[src/rtl/score_keeper.sv]
// score_keeper: debounced push-button scoring with PLAY/OVER win detection for a two-player display.
// Optional macro AUTO_REPEAT_EN adds auto-repeat while a player button is held.
module score_keeper #(
    parameter int unsigned DEBOUNCE_CYCLES = 500000,
    parameter int unsigned WIN_SCORE       = 21,
    parameter int unsigned REPEAT_CYCLES   = 25000000
) (
    input  logic       CLK50MHZ,
    input  logic       CPU_RESETN,
    input  logic       BTNL,
    input  logic       BTNR,
    input  logic       BTNC,
    output logic [7:0] SCORE1,
    output logic [7:0] SCORE2,
    output logic       GAME_OVER,
    output logic [1:0] WINNER
);
    localparam logic [23:0] DB_LAST   = 24'(DEBOUNCE_CYCLES - 1);
    localparam logic [7:0]  WIN_VAL   = 8'(WIN_SCORE);
    localparam logic [7:0]  MAX_SCORE = 8'd99;

    typedef enum logic {PLAY, OVER} state_t;

    logic [2:0] raw;
    logic [2:0] press;          // bit 0 player 1, bit 1 player 2, bit 2 clear

    state_t     state_reg;
    logic [7:0] score1_reg;
    logic [7:0] score2_reg;
    logic       game_over_reg;
    logic [1:0] winner_reg;

    logic [7:0] score1_next;
    logic [7:0] score2_next;
    logic       hit1;
    logic       hit2;

    assign raw = {BTNC, BTNR, BTNL};

    if (DEBOUNCE_CYCLES < 2 || DEBOUNCE_CYCLES > 32'd16777215 ||
        WIN_SCORE > 99 || REPEAT_CYCLES < 1) begin : g_bad_params
        $error("score_keeper: parameter out of range");
    end

    genvar gi;
    generate
        for (gi = 0; gi < 3; gi++) begin : g_btn
            logic        sync_a_reg;
            logic        sync_b_reg;
            logic        deb_reg;
            logic        deb_prev_reg;
            logic        edge_reg;
            logic [23:0] cnt_reg;

            // The level only flips after DEBOUNCE_CYCLES consecutive disagreeing samples.
            always_ff @(posedge CLK50MHZ or negedge CPU_RESETN) begin
                if (!CPU_RESETN) begin
                    sync_a_reg   <= 1'b0;
                    sync_b_reg   <= 1'b0;
                    deb_reg      <= 1'b0;
                    deb_prev_reg <= 1'b0;
                    edge_reg     <= 1'b0;
                    cnt_reg      <= '0;
                end else begin
                    sync_a_reg   <= raw[gi];
                    sync_b_reg   <= sync_a_reg;
                    deb_prev_reg <= deb_reg;
                    edge_reg     <= deb_reg & ~deb_prev_reg;
                    if (sync_b_reg == deb_reg) begin
                        cnt_reg <= '0;
                    end else if (cnt_reg == DB_LAST) begin
                        deb_reg <= sync_b_reg;
                        cnt_reg <= '0;
                    end else begin
                        cnt_reg <= cnt_reg + 24'd1;
                    end
                end
            end

`ifdef AUTO_REPEAT_EN
            if (gi < 2) begin : g_rpt
                localparam int RPT_W = $clog2(REPEAT_CYCLES + 1);
                localparam logic [RPT_W-1:0] RPT_LAST = RPT_W'(REPEAT_CYCLES - 1);

                logic [RPT_W-1:0] rpt_cnt_reg;
                logic             rpt_reg;

                // Gating on both d and d_prev puts the first repeat a full period after the edge pulse.
                always_ff @(posedge CLK50MHZ or negedge CPU_RESETN) begin
                    if (!CPU_RESETN) begin
                        rpt_cnt_reg <= '0;
                        rpt_reg     <= 1'b0;
                    end else if (!(deb_reg && deb_prev_reg)) begin
                        rpt_cnt_reg <= '0;
                        rpt_reg     <= 1'b0;
                    end else if (rpt_cnt_reg == RPT_LAST) begin
                        rpt_cnt_reg <= '0;
                        rpt_reg     <= 1'b1;
                    end else begin
                        rpt_cnt_reg <= rpt_cnt_reg + 1'b1;
                        rpt_reg     <= 1'b0;
                    end
                end

                assign press[gi] = edge_reg | rpt_reg;
            end else begin : g_no_rpt
                assign press[gi] = edge_reg;
            end
`else
            assign press[gi] = edge_reg;
`endif
        end
    endgenerate

    always_comb begin
        score1_next = score1_reg;
        score2_next = score2_reg;
        hit1        = 1'b0;
        hit2        = 1'b0;
        if (press[0] && score1_reg != MAX_SCORE) begin
            score1_next = score1_reg + 8'd1;
            hit1        = (WIN_SCORE != 0) && (score1_next == WIN_VAL);
        end
        if (press[1] && score2_reg != MAX_SCORE) begin
            score2_next = score2_reg + 8'd1;
            hit2        = (WIN_SCORE != 0) && (score2_next == WIN_VAL);
        end
    end

    always_ff @(posedge CLK50MHZ or negedge CPU_RESETN) begin
        if (!CPU_RESETN) begin
            state_reg     <= PLAY;
            score1_reg    <= '0;
            score2_reg    <= '0;
            game_over_reg <= 1'b0;
            winner_reg    <= 2'b00;
        end else begin
            case (state_reg)
                PLAY: begin
                    if (press[2]) begin
                        score1_reg <= '0;
                        score2_reg <= '0;
                        winner_reg <= 2'b00;
                    end else begin
                        score1_reg <= score1_next;
                        score2_reg <= score2_next;
                        if (hit1 || hit2) begin
                            state_reg     <= OVER;
                            game_over_reg <= 1'b1;
                            winner_reg    <= {hit2, hit1};
                        end
                    end
                end
                OVER: begin
                    if (press[2]) begin
                        state_reg     <= PLAY;
                        score1_reg    <= '0;
                        score2_reg    <= '0;
                        game_over_reg <= 1'b0;
                        winner_reg    <= 2'b00;
                    end
                end
                default: state_reg <= PLAY;
            endcase
        end
    end

    assign SCORE1    = score1_reg;
    assign SCORE2    = score2_reg;
    assign GAME_OVER = game_over_reg;
    assign WINNER    = winner_reg;
endmodule

[config.mk]
export PLATFORM = sky130hd
export DESIGN_NAME = score_keeper
export DESIGN_NICKNAME = d
export VERILOG_FILES = /design/src/rtl/score_keeper.sv
export SDC_FILE = /design/constraint.sdc
export NUM_CORES = 1
export LEC_CHECK = 0
export CORE_MARGIN = 5
export CORE_UTILIZATION = 30
export DETAILED_ROUTE_END_ITERATION = 7
export GPL_ROUTABILITY_DRIVEN = 1
export PLACE_DENSITY_LB_ADDON = 0.3
export SLEW_MARGIN = 20
export SYNTH_ARGS = -nofsm -noshare
export SYNTH_HDL_FRONTEND = slang
export SYNTH_SLANG_ARGS = --single-unit
[constraint.sdc]
create_clock -name CLK50MHZ -period 2.6 [get_ports CLK50MHZ]
set_clock_uncertainty 0.2 [all_clocks]
set_input_delay 0.65 -clock CLK50MHZ [delete_from_list [all_inputs] [get_ports CLK50MHZ]]
set_output_delay 0.65 -clock CLK50MHZ [all_outputs]
set_load 0.02 [all_outputs]
==> run metrics, run 1 <==
Synth Register Bits 107; FF/Latch Area 2680 sq um; Final min period 2430 ps; Core Rows 48; final non-filler cell total 795; Max Cap Violations 0; Die Wd about 140 microns; Cell Area, Synth 5290 sq um; CTS resizes 0; gr usage total 0.110; drt first pass iters 4; critical path, cell by cell clkdlybuf4s50_1; crit path launch type flip-flop; Yosys warning total 0; Clock Root Buffer clkbuf_16; status completed; antenna-violating nets left 0; Pwr per Cell Area 523 nW/um^2; crit share post-route 0.934; worst path bufs/invs 1; sequential area share after synthesis 0.506; first-pass GRT wire length roughly 18 mm; Critical Path RT 1750 ps; Final Hold Fails 0; Core Util, Final 0.352; Gate Count Post-Synth 542; WL final 10.5 mm; placed inst area between 5000 and 6000 sq um; CP top delay family buffers and inverters; Slew Limit Fails 0; RSZ-0062 raised after global routing no; post-synthesis cell type count 48; max frequency slightly above 0.4 GHz; Mapped Nets 556; CTS Buf Count 9; Post-CTS Hold Fix Bufs 0; dpl hpwl between 7 and 8 mm; DR iter-0 viols 250; CORE AREA 17,300 sq um; Setup CP Type flip-flop to output pin; Initial Util 0.306; post-placement cell count 779; worst path arrival time 1580 ps; ys flop type dfrtp_1; H-tree depth 3; routed len/inst 13.2 microns; # DRC 0; footprint of the multi-input gates 2460 sq um; via count 3,884; Final TNS setup 0 ps; critical path fanouts, max 11; worst skew pair latency 350 ps; fin worst setup slack 173 ps; largest net degree at the start of global routing 44; top cells by area, synth dfrtp_1 (51%), nor2_1 (7.9%), xnor2_1 (7.8%); Antenna Cells 0; area grow syn2layout 14.9%; VDD IR-drop max about 0.32 mV; fillers 1,740; initial antenna violation count 0; Hold Slack 9.08 ps; pre-CTS WS 268 ps; Post-CTS Repair Setup Buffers 0; async set-reset flop share out of synthesis 1.00; number of I/O pins 24; Port Buf Inserts 23; fraction of layout cells with a size suffix above 1 0.0579; Post-synth EDFFs 0; CTS max path bufs 2; Worst Hold Class input port to asynchronous set/reset pin; actual slew at the worst max-slew pin between 500 and 600 ps; top-area cell type share of the netlist area 0.506; Largest register FFs 72; Mapped Avg Cell Area between 9 and 10 sq um; CTS Sinks 107; cell area after layout 6080 sq um; die area 20,400 sq um; critical path's slowest cell clkdlybuf4s50_1; Synth area leader dfrtp_1; final-report setup violation count 0; Final GP Congestion 0.807; Pwr Total 3.18 mW; Pleak approximately 2.5 nW; Slew HR 0.651; total congestion overflow 0; final net count 579; Setup crit end kind output pin; vias in the first global route 3,897; Die Y 143 microns; Worst-path clk slew 70 ps; slowest stage delay, CP 680 ps; CTS tree yes; Reg2Reg Setup Slack 240 ps; via/cell ratio 4.89
-- cells by family (layout without fill, tap and decap cells) --
| family | after synthesis | count (layout) | synth area share |
|---|---|---|---|
| and+or+nand+nor | 282 | 282 | 0.266 |
| DFF | 107 | 107 | 0.506 |
| buffers and inverters | 32 | 60 | 0.0288 |
| adders and majority gates | 9 | 9 | 0.0213 |
| muxes | 3 | 3 | 0.00638 |
| AOI/OAI and AO/OA | 25 | 25 | 0.0324 |
| xor gates and xnor gates | 84 | 84 | 0.139 |
-- where the power goes --
group          internal [mW]  switching, mW  total, mW
Clock                  0.785          0.612       1.40
Sequential              1.68         0.0140       1.69
Combinational         0.0263         0.0616     0.0879
-- metal layers --
metal	up-vias	global-route usage	part of all wire
li1	1889	-	-
met1	1905	0.143	0.47
met2	67	0.180	0.49
met3	23	0.0268	0.031
met4	0	0.0370	0.017
met5	-	0	0
-- cell type report --
type | instances | share of cell area
Tap cell | 225 | 0.0463
Multi-Input combinational cell | 403 | 0.405
Sequential cell | 107 | 0.440
Clock buffer | 12 | 0.0405
Clock inverter | 4 | 0.00946
Timing Repair Buffer | 30 | 0.0502
Inverter | 14 | 0.00864
-- synthesized netlist by cell type (2+ instances only) --
master and n:
a21oi_1 8, and2_1 4, and3_1 14, and4_1 6, buf_2 5, buf_4 2
buf_6 2, clkbuf_1 6, clkbuf_2 3, dfrtp_1 107, ha_1 9, inv_1 14
mux2_2 3, nand2_1 35, nand2_2 2, nand3_1 27, nand3b_1 2, nand4_1 28
nand4b_1 3, nor2_1 112, nor2b_1 7, nor3_1 16, nor4_1 13, nor4b_1 4
o21ai_0 3, o2bb2ai_1 2, or4b_1 2, xnor2_1 47, xor2_1 37
-- cell usage in the layout (no fill, tap or decap), types with 3 or more instances in the layout --
| cell | Yosys | final |
|---|---|---|
| nand4b_1 | 3 | 3 |
| nand2_1 | 35 | 35 |
| inv_1 | 14 | 14 |
| mux2_2 | 3 | 3 |
| xnor2_1 | 47 | 47 |
| ha_1 | 9 | 9 |
| and4_1 | 6 | 6 |
| xor2_1 | 37 | 37 |
| clkdlybuf4s50_1 | 0 | 22 |
| nor3_1 | 16 | 16 |
| and3_1 | 14 | 14 |
| nor2b_1 | 7 | 7 |
| nor2_1 | 112 | 112 |
| and2_1 | 4 | 4 |
| nor4b_1 | 4 | 4 |
| clkbuf_16 | 0 | 9 |
| dfrtp_1 | 107 | 107 |
| nand3_1 | 27 | 27 |
| nor4_1 | 13 | 13 |
| nand4_1 | 28 | 28 |
| buf_4 | 2 | 6 |
| o21ai_0 | 3 | 3 |
| a21oi_1 | 8 | 8 |
-- final timing paths --
path                                     startpoint                   to  cells past startpoint
worst max-delay path                      SCORE1[3]            SCORE1[3]                      1
worst min register to register  g_btn[0].sync_a_reg  g_btn[0].sync_b_reg                      0
max in group asynchronous                CPU_RESETN  g_btn[1].cnt_reg[8]                      2
worst min-delay path                     CPU_RESETN  g_btn[0].cnt_reg[1]                      1
worst max register to register            SCORE2[0]            SCORE2[3]                      6
min in group CLK50MHZ           g_btn[0].sync_a_reg  g_btn[0].sync_b_reg                      0
No activity file was read; power rests on OpenSTA's default activity.
==> run 2: changes to the inputs <==
- CORE_ASPECT_RATIO: default -> 0.8
==> run 2 against run 1 <==
Net effect: global-route usage is 0.17 points lower; critical path depth stayed put; utilization is 0.052 points higher; sequential power hardly changed; non-clock buffer count stayed put; sequential share of layout area is 0.14 points lower; setup slack better by 25 ps; register-to-register slack better by 20 ps; clock-buffer cell count stayed put; cell count stayed put; maximum frequency is 1.0% higher.
==> run metrics, run 2 (same netlist as run 1, synthesis figures left out) <==
post-placement cell count 779 (unchanged); Antenna Cells 0 (unchanged); H-tree depth 3 (unchanged); Pwr per Cell Area 528 nW/um^2 (+1.0%); Max Cap Violations 0 (unchanged); Sequential Power Share 0.526 (-0.007); DR iter-0 viols 194 (-22%); critical path fanouts, max 11 (unchanged); largest net degree at the start of global routing 40 (-9.1%); fillers 1,730 (-0.57%); via count 3,797 (-2.2%); Final min period 2400 ps (-24.9 ps); CTS tree yes; CTS Buf Count 9 (unchanged); critical path, cell by cell clkdlybuf4s50_1; Setup crit end kind output pin; Pwr Total 3.22 mW (+1.3%); Worst Hold Class input port to asynchronous set/reset pin; Largest register FFs 72 (unchanged); CTS resizes 0 (unchanged); worst skew pair latency 350 ps (about the same); CP top delay family buffers and inverters; gr usage total 0.108 (-0.00172); worst path arrival time 1550 ps (-30 ps); first-pass GRT wire length 18.0 mm (-2.3%); fin worst setup slack 198 ps (+24.9 ps); Core Rows 43 (-10%); Port Buf Inserts 23 (unchanged); max frequency 0.416 GHz (+1.0%); Clock power frac 0.446 (+0.006); Pint 2.54 mW (+2.0%); number of I/O pins 24 (unchanged); pre-CTS WS 283 ps (+14.3 ps); worst path bufs/invs 1 (unchanged); critical path's slowest cell clkdlybuf4s50_1; Post-CTS Hold Fix Bufs 0 (unchanged); slowest stage delay, CP 670 ps (about the same); VDD IR-drop max 0.291 mV (-9.1%); drt first pass iters 5 (+1); WL final 10.2 mm (-3.1%); Final Hold Fails 0 (unchanged); vias in the first global route 3,740 (-4.0%); area grow syn2layout 15.3%; total congestion overflow 0 (unchanged); CORE AREA 17,300 sq um (+0.16%); dpl hpwl 7.11 mm (-2.4%); Final TNS setup 0 ps (unchanged); status completed; most frequent cells in the layout nor2_1 (112), dfrtp_1 (107), xnor2_1 (47); Die Y 129 microns (-9.8%); actual slew at the worst max-slew pin 805 ps (+282 ps); final-report setup violation count 0 (unchanged); cell area after layout 6100 sq um (+0.31%); commonest non-fill, non-tap cell in the layout nor2_1; final net count 579 (unchanged); placed inst area 5780 sq um (unchanged); CTS Sinks 107 (unchanged); Switching Power 0.681 mW (-0.94%); die area 20,400 sq um (about the same); Combinational Power Share 0.028 (about the same); sw frac 0.212 (-0.00487); Slew HR 0.464 (-0.188); Final GP Congestion 0.836 (+3.5%); via/cell ratio 4.78 (-2.2%); final non-filler cell total 795 (unchanged); Critical Path RT 1750 ps (about the same); RSZ-0062 raised after global routing no; Initial Util 0.305 (-0.000486); routed len/inst 12.8 microns (-3.1%); CTS max path bufs 2 (unchanged); Clock Root Buffer clkbuf_16; antenna-violating nets left 0 (unchanged); Post-CTS Repair Setup Buffers 0 (unchanged); Worst-path clk slew 70 ps (about the same); Hold Slack 8.81 ps (-0.278 ps); Setup CP Type flip-flop to output pin; initial antenna violation count 0 (unchanged); Core Util, Final 0.352 (+0.000524); # DRC 0 (unchanged); Die Wd 158 microns (+11%); crit share post-route 0.924 (-0.00957); crit path launch type flip-flop; fraction of layout cells with a size suffix above 1 0.0614 (+0.00351); Pleak 2.54 nW (+0.53%); Slew Limit Fails 0 (unchanged)
-- run 2: cell types whose count changed in the layout (fill, tap and decap cells not counted) --
cell,delta
clkinvlp_4,-1
inv_8,-1
clkbuf_1,-2
clkbuf_8,+2
clkinv_4,+2
-- run 2: final cells by class --
cell class              instances  area, sq um  area share
well taps                     225          282      0.0461
inverters                      14         52.6     0.00861
multi-input cells             403         2460       0.403
clock inverters                 4         56.3     0.00923
repair buffers                 30          305      0.0500
flip-flops and latches        107         2680       0.439
clock buffers                  12          267      0.0437
-- run 2: per-layer routing --
layer	vias up	global-route usage	wire length [microns]	share of wire
met3	10	0.0346	312	0.031
met1	1847	0.152	5260	0.52
li1	1898	-	-	-
met2	42	0.160	4470	0.44
met4	0	0.0306	151	0.015
met5	-	0	0	0
-- run 2: path summary, 6_finish.rpt --
path / from / to / slack, ps / cells past startpoint
min in group CLK50MHZ: g_btn[2].sync_a_reg / g_btn[2].sync_b_reg / 150 / 0
setup reg to reg: SCORE2[0] / SCORE2[7] / 260 / 6
setup / recovery: SCORE1[3] / SCORE1[3] / 200 / 1
max in group asynchronous: CPU_RESETN / g_btn[1].cnt_reg[22] / 1650 / 2
hold reg to reg: g_btn[2].sync_a_reg / g_btn[2].sync_b_reg / 150 / 0
hold / removal: CPU_RESETN / g_btn[2].cnt_reg[22] / 9 / 1
-- run 2: power groups by stage --
stage / combinational [mW] / sequential [mW] / clock, mW
floorplan: 0.0393 / 1.72 / 0
global placement: 0.0928 / 1.72 / 0
detailed placement: 0.0950 / 1.73 / 0
CTS: 0.0955 / 1.69 / 1.51
global route: 0.107 / 1.69 / 1.57
finish: 0.0902 / 1.69 / 1.44
==> run 3: changes to the inputs <==
- ABC_AREA: default -> 1
==> run 3 against run 2 <==
Net effect: sequential share of layout area fell by 4.2 points; setup slack better by 10 ps; maximum frequency rose by 0.42%; cell area up 11%; synthesized area is 11% higher; sequential power about the same; worst hold slack better by 55 ps; critical path depth unchanged; combinational power rose by 6.1%.
==> run metrics, run 3 <==
Worst-path clk slew 70 ps (about the same); vias in the first global route 4,604 (+23%); largest net degree at the start of global routing 46 (+15%); dpl hpwl 10.2 mm (+43%); final non-filler cell total 1,047 (+32%); Hold Slack 63.5 ps (+54.7 ps); CORE AREA 19,100 sq um (+11%); worst setup path end SCORE2[2]; via/cell ratio 4.70 (-1.7%); mux contribution to synthesized area 0.00255 (-0.00383); Yosys warning total 0 (unchanged); Final min period 2390 ps (-10.1 ps); Final TNS setup 0 ps (unchanged); Critical Path RT 1750 ps (about the same); gr usage total 0.120 (+0.0122); Setup crit start SCORE2[2]; Final GP Congestion 0.887 (+6.1%); final net count 798 (+38%); Synth Register Bits 107 (unchanged); number of I/O pins 24 (unchanged); cell area after layout 6750 sq um (+11%); total congestion overflow 0 (unchanged); Slew Limit Fails 0 (unchanged); top-area cell type share of the netlist area 0.455 (-0.0511); final-report setup violation count 0 (unchanged); Initial Util 0.307 (+0.00202); Reg2Reg Setup Slack 460 ps (+200 ps); Worst Hold Class input port to asynchronous set/reset pin; Synth area leader dfrtp_1; Mapped Avg Cell Area 7.81 sq um (-20%); CTS resizes 0 (unchanged); Gate Count Post-Synth 754 (+39%); # DRC 0 (unchanged); first-pass GRT wire length 22.9 mm (+27%); Slew HR 0.627 (+0.163); R2R depth 8 (+2); Post-CTS Repair Setup Buffers 0 (unchanged); RSZ-0062 raised after global routing no; slowest stage delay, CP 670 ps (about the same); Clock power frac 0.438 (-0.008); CTS tree yes; critical path fanouts, max 9 (-2); DR iter-0 viols 367 (+89%); Combinational Power Share 0.030 (+0.002); via count 4,917 (+29%); die area 22,500 sq um (+10%); Reg2Reg Launch Point g_btn[2].cnt_reg[0]; status completed; sequential area share after synthesis 0.455 (-0.0511); fraction of layout cells with a size suffix above 1 0.0735 (+0.0121); Post-synth EDFFs 0 (unchanged); top cells by area, synth dfrtp_1 (45%), nand2_1 (9.8%), nor2_1 (7.8%); Post-CTS Hold Fix Bufs 0 (unchanged); Setup CP Type flip-flop to output pin; Port Buf Inserts 23 (unchanged); commonest non-fill, non-tap cell in the layout nand2_1; area grow syn2layout 14.6%; drt first pass iters 6 (+1); async set-reset flop share out of synthesis 1.00 (unchanged); post-placement cell count 1,031 (+32%); H-tree depth 3 (unchanged); CTS max path bufs 2 (unchanged); routed len/inst 12.5 microns (-2.2%); max frequency 0.418 GHz (+0.42%); Pwr per Cell Area 471 nW/um^2 (-11%); worst path bufs/invs 1 (unchanged); Pleak 2.91 nW (+15%); FF-to-FF End g_btn[2].cnt_reg[10]; XOR/XNOR Fraction of Synth Area 0.0342 (-0.105); critical path, cell by cell clkdlybuf4s50_1; worst path arrival time 1540 ps (about the same); WL final 13.1 mm (+29%); Max Cap Violations 0 (unchanged); Die Y 135 microns (+5.0%); placed inst area 6440 sq um (+11%); Antenna Cells 0 (unchanged); Core Rows 45 (+4.7%); most frequent cells in the layout nand2_1 (154), nor2_1 (122), dfrtp_1 (107); crit share post-route 0.920 (-0.00390); most numerous cell in the Yosys netlist nand2_1; adder-cell area share of the yosys netlist 0.0191 (-0.00215); Switching Power 0.671 mW (-1.5%); Sequential Power Share 0.532 (+0.006); critical path's slowest cell clkdlybuf4s50_1; CTS Buf Count 9 (unchanged); post-synthesis cell type count 41 (-15%); initial antenna violation count 0 (unchanged); Clock Root Buffer clkbuf_16; ys flop type dfrtp_1; Setup crit end kind output pin; largest family of logic cells by synthesized area simple AND/OR/NAND/NOR gates; Mapped Nets 768 (+38%); Die Wd 167 microns (+5.1%); compound-cell area share of the yosys netlist 0.0514 (+0.0191); antenna-violating nets left 0 (unchanged); CTS Sinks 107 (unchanged); sw frac 0.211 (-0.000467); worst skew pair latency 340 ps (about the same); simple-gate portion of the synthesized area 0.364 (+0.0979); Largest register FFs 72 (unchanged); Worst path depth 1 (unchanged); VDD IR-drop max 0.300 mV (+2.9%); actual slew at the worst max-slew pin 556 ps (-249 ps); Final Hold Fails 0 (unchanged); commonest cells in the synthesized netlist nand2_1 (154), nor2_1 (123), dfrtp_1 (107), inv_1 (103), nand3_1 (47); Pint 2.51 mW (-1.2%); crit path launch type flip-flop; Pwr Total 3.18 mW (-1.3%); Cell Area, Synth 5890 sq um (+11%); CP top delay family buffers and inverters
run 3: cell count changes after synthesis, moves of 7 or more:
cell	previous run	this run
o22ai_1	0	7
nor2b_1	7	0
a21oi_1	8	15
inv_1	14	103
xnor2_1	47	4
o21ai_0	3	21
nor3_1	16	39
nand3_1	27	47
and3_1	14	2
nand2_1	35	154
xor2_1	37	19
nand2_2	2	10
nor2_1	112	123
run 3: layer usage:
metal / vias up / share of wire / wire length (microns) / GRT usage
li1: 2518 / - / - / -
met1: 2289 / 0.54 / 7150 / 0.188
met4: 0 / 0.0053 / 70 / 0.0204
met2: 105 / 0.41 / 5370 / 0.172
met5: - / 0 / 0 / 0
met3: 5 / 0.042 / 547 / 0.0263
run 3: worst min path at each step:
stage / slack (ps) / depth (start not counted) / from / end
floorplan: 130 / 0 / g_btn[0].sync_a_reg / g_btn[0].sync_b_reg
global placement: 130 / 0 / g_btn[1].sync_a_reg / g_btn[1].sync_b_reg
detailed placement: 140 / 0 / g_btn[0].sync_a_reg / g_btn[0].sync_b_reg
CTS: 80 / 1 / CPU_RESETN / SCORE1[1]
global route: 90 / 1 / CPU_RESETN / SCORE1[7]
finish: 60 / 1 / CPU_RESETN / SCORE1[7]
run 3: cell families (layout without fill, tap and decap cells):
group,count (synthesis),after routing
XOR/XNOR,23,23
buffers and inverters,111,146
AO/OA/AOI/OAI,54,54
multiplexers,1,1
adder cells (fa/ha/maj),9,9
AND/OR/NAND/NOR,449,449
flip-flops,107,107
run 3: power groups by stage:
stage          Combinational [mW]  Clock (mW)  Sequential, mW
6_report                   0.0957        1.39            1.69
5_1_grt                     0.114        1.51            1.69
4_1_cts                     0.101        1.46            1.69
3_5_place_dp                0.101           0            1.72
3_3_place_gp                0.100           0            1.72
2_1_floorplan              0.0428           0            1.72
run 3: through the flow:
| stage | utilization | worst slack [ps] |
|---|---|---|
| global route | 0.352 | 164 |
| finish | 0.352 | 208 |
| detailed placement | 0.336 | 122 |
| floorplan | - | 794 |
| global placement | 0.336 | 245 |
| CTS | 0.352 | 117 |
run 3: cell type report:
| type | instances | area [sq um] |
|---|---|---|
| tap | 258 | 323 |
| clock inverter | 3 | 46.3 |
| multi-input combinational | 536 | 2780 |
| clock buffer | 13 | 260 |
| timing repair buffer | 25 | 268 |
| inverter | 105 | 394 |
| fill | 2000 | 12400 |
| sequential | 107 | 2680 |
==> patch 1, RTL diff (config.mk and constraints of run 3) <==
Add a define of `AUTO_REPEAT_EN`.
--- a/src/rtl/score_keeper.sv
+++ b/src/rtl/score_keeper.sv
@@ -1,5 +1,7 @@
 // score_keeper: debounced push-button scoring with PLAY/OVER win detection for a two-player display.
 // Optional macro AUTO_REPEAT_EN adds auto-repeat while a player button is held.
+`define AUTO_REPEAT_EN
+
 module score_keeper #(
     parameter int unsigned DEBOUNCE_CYCLES = 500000,
     parameter int unsigned WIN_SCORE       = 21,
Formal check against the unedited RTL: same outputs for any inputs over 10 cycles, from zero or initial values and one cycle with CPU_RESETN low; that may be too few to reach the edited logic, so the function may still have changed.
==> patch 1 against run 3 <==
- via count is 56% higher
- routed wire length is 60% higher
- setup slack worse by 28 ps
- total power is 67% higher
- final area is 51% higher
- die area is 47% higher
- synthesized cell count is 55% higher
- area after synthesis is 50% higher
- sequential power is 48% higher
- final cell count is 52% higher
- sequential share of layout area is 0.74 points lower
- clock power is 94% higher
- sequential cell count is 52 higher
- largest power group is now the clock network
==> patch 1: results <==
[run_status]
status = finished clean

[logic_synthesis]
synth_cell_type_count = 44
yosys_most_used_dff = dfrtp_1
yosys_warnings = 0
synth_sequential_area_ratio = 0.449
ys_top_cells_by_count = nand2_1 (227), nor2_1 (188), dfrtp_1 (159)
synthArstFlopShare = 1.00
synthTopCellsByArea = dfrtp_1 (45%), nand2_1 (9.6%), nor2_1 (8.0%)
syn_nets = 1181

[clocking]
cts_resized = 0
cts_root_buffer = clkbuf_16
htree_num_levels = 4
hold_buffers = 1
clk_latency_ps = 430
postCtsSetupRepairBufs = 0
cts_buffer_depth = 2
cts.clk_slew.worst_paths_ps = 60
numCtsBuffers = 17

[global_route]
antenna_found_initial = 0
grt_start_max_net_pins = 53
grt_first_pass_wirelength_mm = 35.9
grt_pass1_vias = 7275
grtUsageTotal = 0.130

[placed_design]
io_buffers = 23
place_congestion = 0.885
dp_slack_ps = 396
dp_hpwl_mm = 15.5

[timing]
tightest_slew_ps = 678
finalMaxSlewViolations = 0
finalSetupTns_ps = 0

[cells_and_area]
antenna_cells = 0
drive_above_1_share = 0.0698
largest_register_ffs = 72

[critical_path]
cp_max_fo = 8
cp.arrival_ps = 1570
cp_slowest_cell = clkdlybuf4s50_1
max_stage_delay_ps = 660
cpLargestDelayFamily = buffers and inverters

[hold_path]
hp-class = reg -> reg

[routing]
avgViaCountPerCell = 4.82
drtIter0Drc = 565
wl_per_cell_um = 13.2
drtPass1Iterations = 8

[power_and_ir_drop]
leakage_nw = 4.20
irDropWorstVdd_v = 0.000310
p_int_mw = 4.21
patch 1: cell types whose count changed after synthesis, sizes merged, moves of 7 or more:
cell          run 3  this run
nand4            29        46
nor3             45        98
nand3            50        85
inv             104       162
a21oi            15        29
xor2             19        29
nor4             15        22
nor2            133       203
dfrtp           107       159
nand2           164       233
patch 1: through the flow:
| stage | hold WS, ps | total power [mW] | cell area (um^2) | instances |
|---|---|---|---|---|
| 2_1_floorplan | 131 | 2.59 | 8850 | 1165 |
| 3_3_place_gp | 137 | 2.67 | 9570 | 1562 |
| 3_5_place_dp | 137 | 2.67 | 9570 | 1562 |
| 4_1_cts | 152 | 5.41 | 10200 | 1595 |
| 5_1_grt | 157 | 5.52 | 10200 | 1595 |
| 6_report | 149 | 5.32 | 10200 | 1595 |
patch 1: worst paths after layout:
check                                                   start                             end  slack [ps]  cells after the start
worst max-delay path                                SCORE1[2]                       SCORE1[2]         180                      1
worst min-delay path                      g_btn[0].sync_a_reg             g_btn[0].sync_b_reg         150                      0
worst max register to register  g_btn[0].g_rpt.rpt_cnt_reg[0]  g_btn[0].g_rpt.rpt_cnt_reg[14]         430                      6
worst min register to register            g_btn[0].sync_a_reg             g_btn[0].sync_b_reg         150                      0
max in group asynchronous                          CPU_RESETN  g_btn[0].g_rpt.rpt_cnt_reg[13]        1000                      3
min in group asynchronous                          CPU_RESETN            g_btn[0].cnt_reg[15]         510                      2
patch 1: cell families (layout without fill, tap and decap cells):
kind of cell	count (synthesis)	after routing	share of synthesized area
and+or+nand+nor	704	704	0.369
buffers and inverters	170	223	0.0739
DFF	159	159	0.449
AOI/OAI and AO/OA	81	81	0.0519
xor gates and xnor gates	39	39	0.0386
adders and majority gates	11	11	0.0155
muxes	1	1	0.00127
patch 1: area by class of cell:
cell class | instances | area, um^2
well taps | 377 | 472
clock inverters | 9 | 155
multi-input cells | 836 | 4220
flip-flops and latches | 159 | 3980
inverters | 162 | 608
clock buffers | 23 | 478
repair buffers | 29 | 304
fillers | 3008 | 19000
patch 1: power groups by stage:
stage,registers [mW],logic [mW],clock network (mW)
floorplan,2.54,0.0410,0
global placement,2.55,0.121,0
detailed placement,2.55,0.121,0
CTS,2.50,0.123,2.79
global route,2.50,0.137,2.88
finish,2.50,0.116,2.70
patch 1: per-layer routing:
metal | global-route usage | share of wire | vias up | routed length [um]
met3 | 0.0262 | 0.041 | 29 | 857
met2 | 0.191 | 0.42 | 166 | 8870
met4 | 0.0422 | 0.016 | 0 | 343
li1 | - | - | 3899 | -
met1 | 0.192 | 0.52 | 3595 | 10900
met5 | 0 | 0 | - | 0
==> patch 2, RTL diff (config.mk and constraints of run 3) <==
Made on the original files. Register the inputs `BTNL`, `BTNR` and `BTNC` before use, cleared by the reset. The logic sees them one clock later.
--- a/src/rtl/score_keeper.sv
+++ b/src/rtl/score_keeper.sv
@@ -21,6 +21,22 @@
 
     typedef enum logic {PLAY, OVER} state_t;
 
+    logic BTNL_q;
+    logic BTNR_q;
+    logic BTNC_q;
+
+    always_ff @(posedge CLK50MHZ or negedge CPU_RESETN) begin
+        if (!CPU_RESETN) begin
+            BTNL_q <= '0;
+            BTNR_q <= '0;
+            BTNC_q <= '0;
+        end else begin
+            BTNL_q <= BTNL;
+            BTNR_q <= BTNR;
+            BTNC_q <= BTNC;
+        end
+    end
+
     logic [2:0] raw;
     logic [2:0] press;          // bit 0 player 1, bit 1 player 2, bit 2 clear
 
@@ -35,7 +51,7 @@
     logic       hit1;
     logic       hit2;
 
-    assign raw = {BTNC, BTNR, BTNL};
+    assign raw = {BTNC_q, BTNR_q, BTNL_q};
 
     if (DEBOUNCE_CYCLES < 2 || DEBOUNCE_CYCLES > 32'd16777215 ||
         WIN_SCORE > 99 || REPEAT_CYCLES < 1) begin : g_bad_params
Function: same outputs for any inputs over 10 cycles, from zero or initial values and one cycle with CPU_RESETN low; that may be too few to reach the edited logic, so the function may still have changed.
==> patch 2 against run 3 <==
- sequential cell count up 3
- area after synthesis rose by 1.4%
- setup slack gained 79 ps
- synthesized cell count shrank 0.66%
- routed wire length rose by 0.20%
- total power shrank 0.13%
- via count is 1.3% lower
- register-to-register slack improved by 20 ps
- global-route usage grew 0.14 points
- final area increased by 1.5%
- critical endpoint is now SCORE2[3]
- non-clock buffer count up 2
==> patch 2: results <==
[run_status]
status = finished clean

[global_route]
grt_start_max_net_pins = 34
grtUsageTotal = 0.122
grt_first_pass_wirelength_mm = 22.8
grt_pass1_vias = 4626

[routing]
wl_per_cell_um = 12.5
drtIter0Drc = 411
wl_mm = 13.2
dr_wl_met2_mm = 5.49
wl_met1_mm = 7.08
avgViaCountPerCell = 4.61
route.met3.wl_um = 412
drtPass1Iterations = 4

[logic_synthesis]
synth_sequential_area_ratio = 0.461
syn_nets = 763
synth_cell_type_count = 42
ys_top_cells_by_count = nand2_1 (153), nor2_1 (115), dfrtp_1 (110)
synthTopCellsByArea = dfrtp_1 (46%), nand2_1 (9.6%), nor2_1 (7.2%)
netlist_instances = 749

[placed_design]
place_congestion = 0.861
dp_cells = 1037
dp_slack_ps = 457
placed_area_mm2 = 0.00656
dp_hpwl_mm = 9.95

[cells_and_area]
fillCellCount = 2082
drive_above_1_share = 0.0926

[power_and_ir_drop]
irDropWorstVdd_v = 0.000256
leakage_nw = 2.96

[critical_path]
cp.arrival_ps = 1460
max_stage_delay_ps = 640
cp_max_fo = 7

[timing]
tightest_slew_ps = 574

[clocking]
clk_latency_ps = 360

[hold_path]
hp-class = in -> async
-- patch 2: layout make-up --
cell class | count | area (um^2) | area share
repair buffers | 27 | 283 | 0.0413
clock inverters | 6 | 55.1 | 0.00804
well taps | 264 | 330 | 0.0483
flip-flops and latches | 110 | 2750 | 0.402
multi-input cells | 535 | 2820 | 0.412
clock buffers | 9 | 225 | 0.0329
inverters | 101 | 379 | 0.0554
-- patch 2: power breakdown --
group | switching [mW] | leakage [nW] | total [mW] | internal (mW)
Sequential | 0.0134 | 1.51 | 1.74 | 1.73
Combinational | 0.0718 | 1.32 | 0.0994 | 0.0275
Clock | 0.673 | 0.132 | 1.34 | 0.662
-- patch 2: final timing paths --
| kind | start | endpoint | slack, ps | cells after the start |
|---|---|---|---|---|
| min in group CLK50MHZ | g_btn[0].sync_a_reg | g_btn[0].sync_b_reg | 150 | 0 |
| worst min register to register | g_btn[0].sync_a_reg | g_btn[0].sync_b_reg | 150 | 0 |
| worst max register to register | g_btn[1].cnt_reg[0] | g_btn[1].cnt_reg[8] | 480 | 9 |
| max in group asynchronous | CPU_RESETN | BTNC_q | 1550 | 2 |
| worst min-delay path | CPU_RESETN | g_btn[2].cnt_reg[13] | 40 | 1 |
| worst max-delay path | SCORE2[3] | SCORE2[3] | 290 | 1 |
-- patch 2: logic make-up (layout without fill, tap and decap cells) --
kind of cell               Yosys count  in the layout  share of synthesized area
and+or+nand+nor                    439            439                      0.354
xor gates and xnor gates            29             29                     0.0426
muxes                                1              1                    0.00189
buffers and inverters              104            143                     0.0661
DFF                                110            110                      0.461
AOI/OAI and AO/OA                   57             57                     0.0552
adders and majority gates            9              9                     0.0189
-- patch 2: layer usage --
metal	GRT usage	vias up
li1	-	2538
met1	0.179	2232
met2	0.175	69
met3	0.0259	14
met4	0.0446	0
met5	0	-
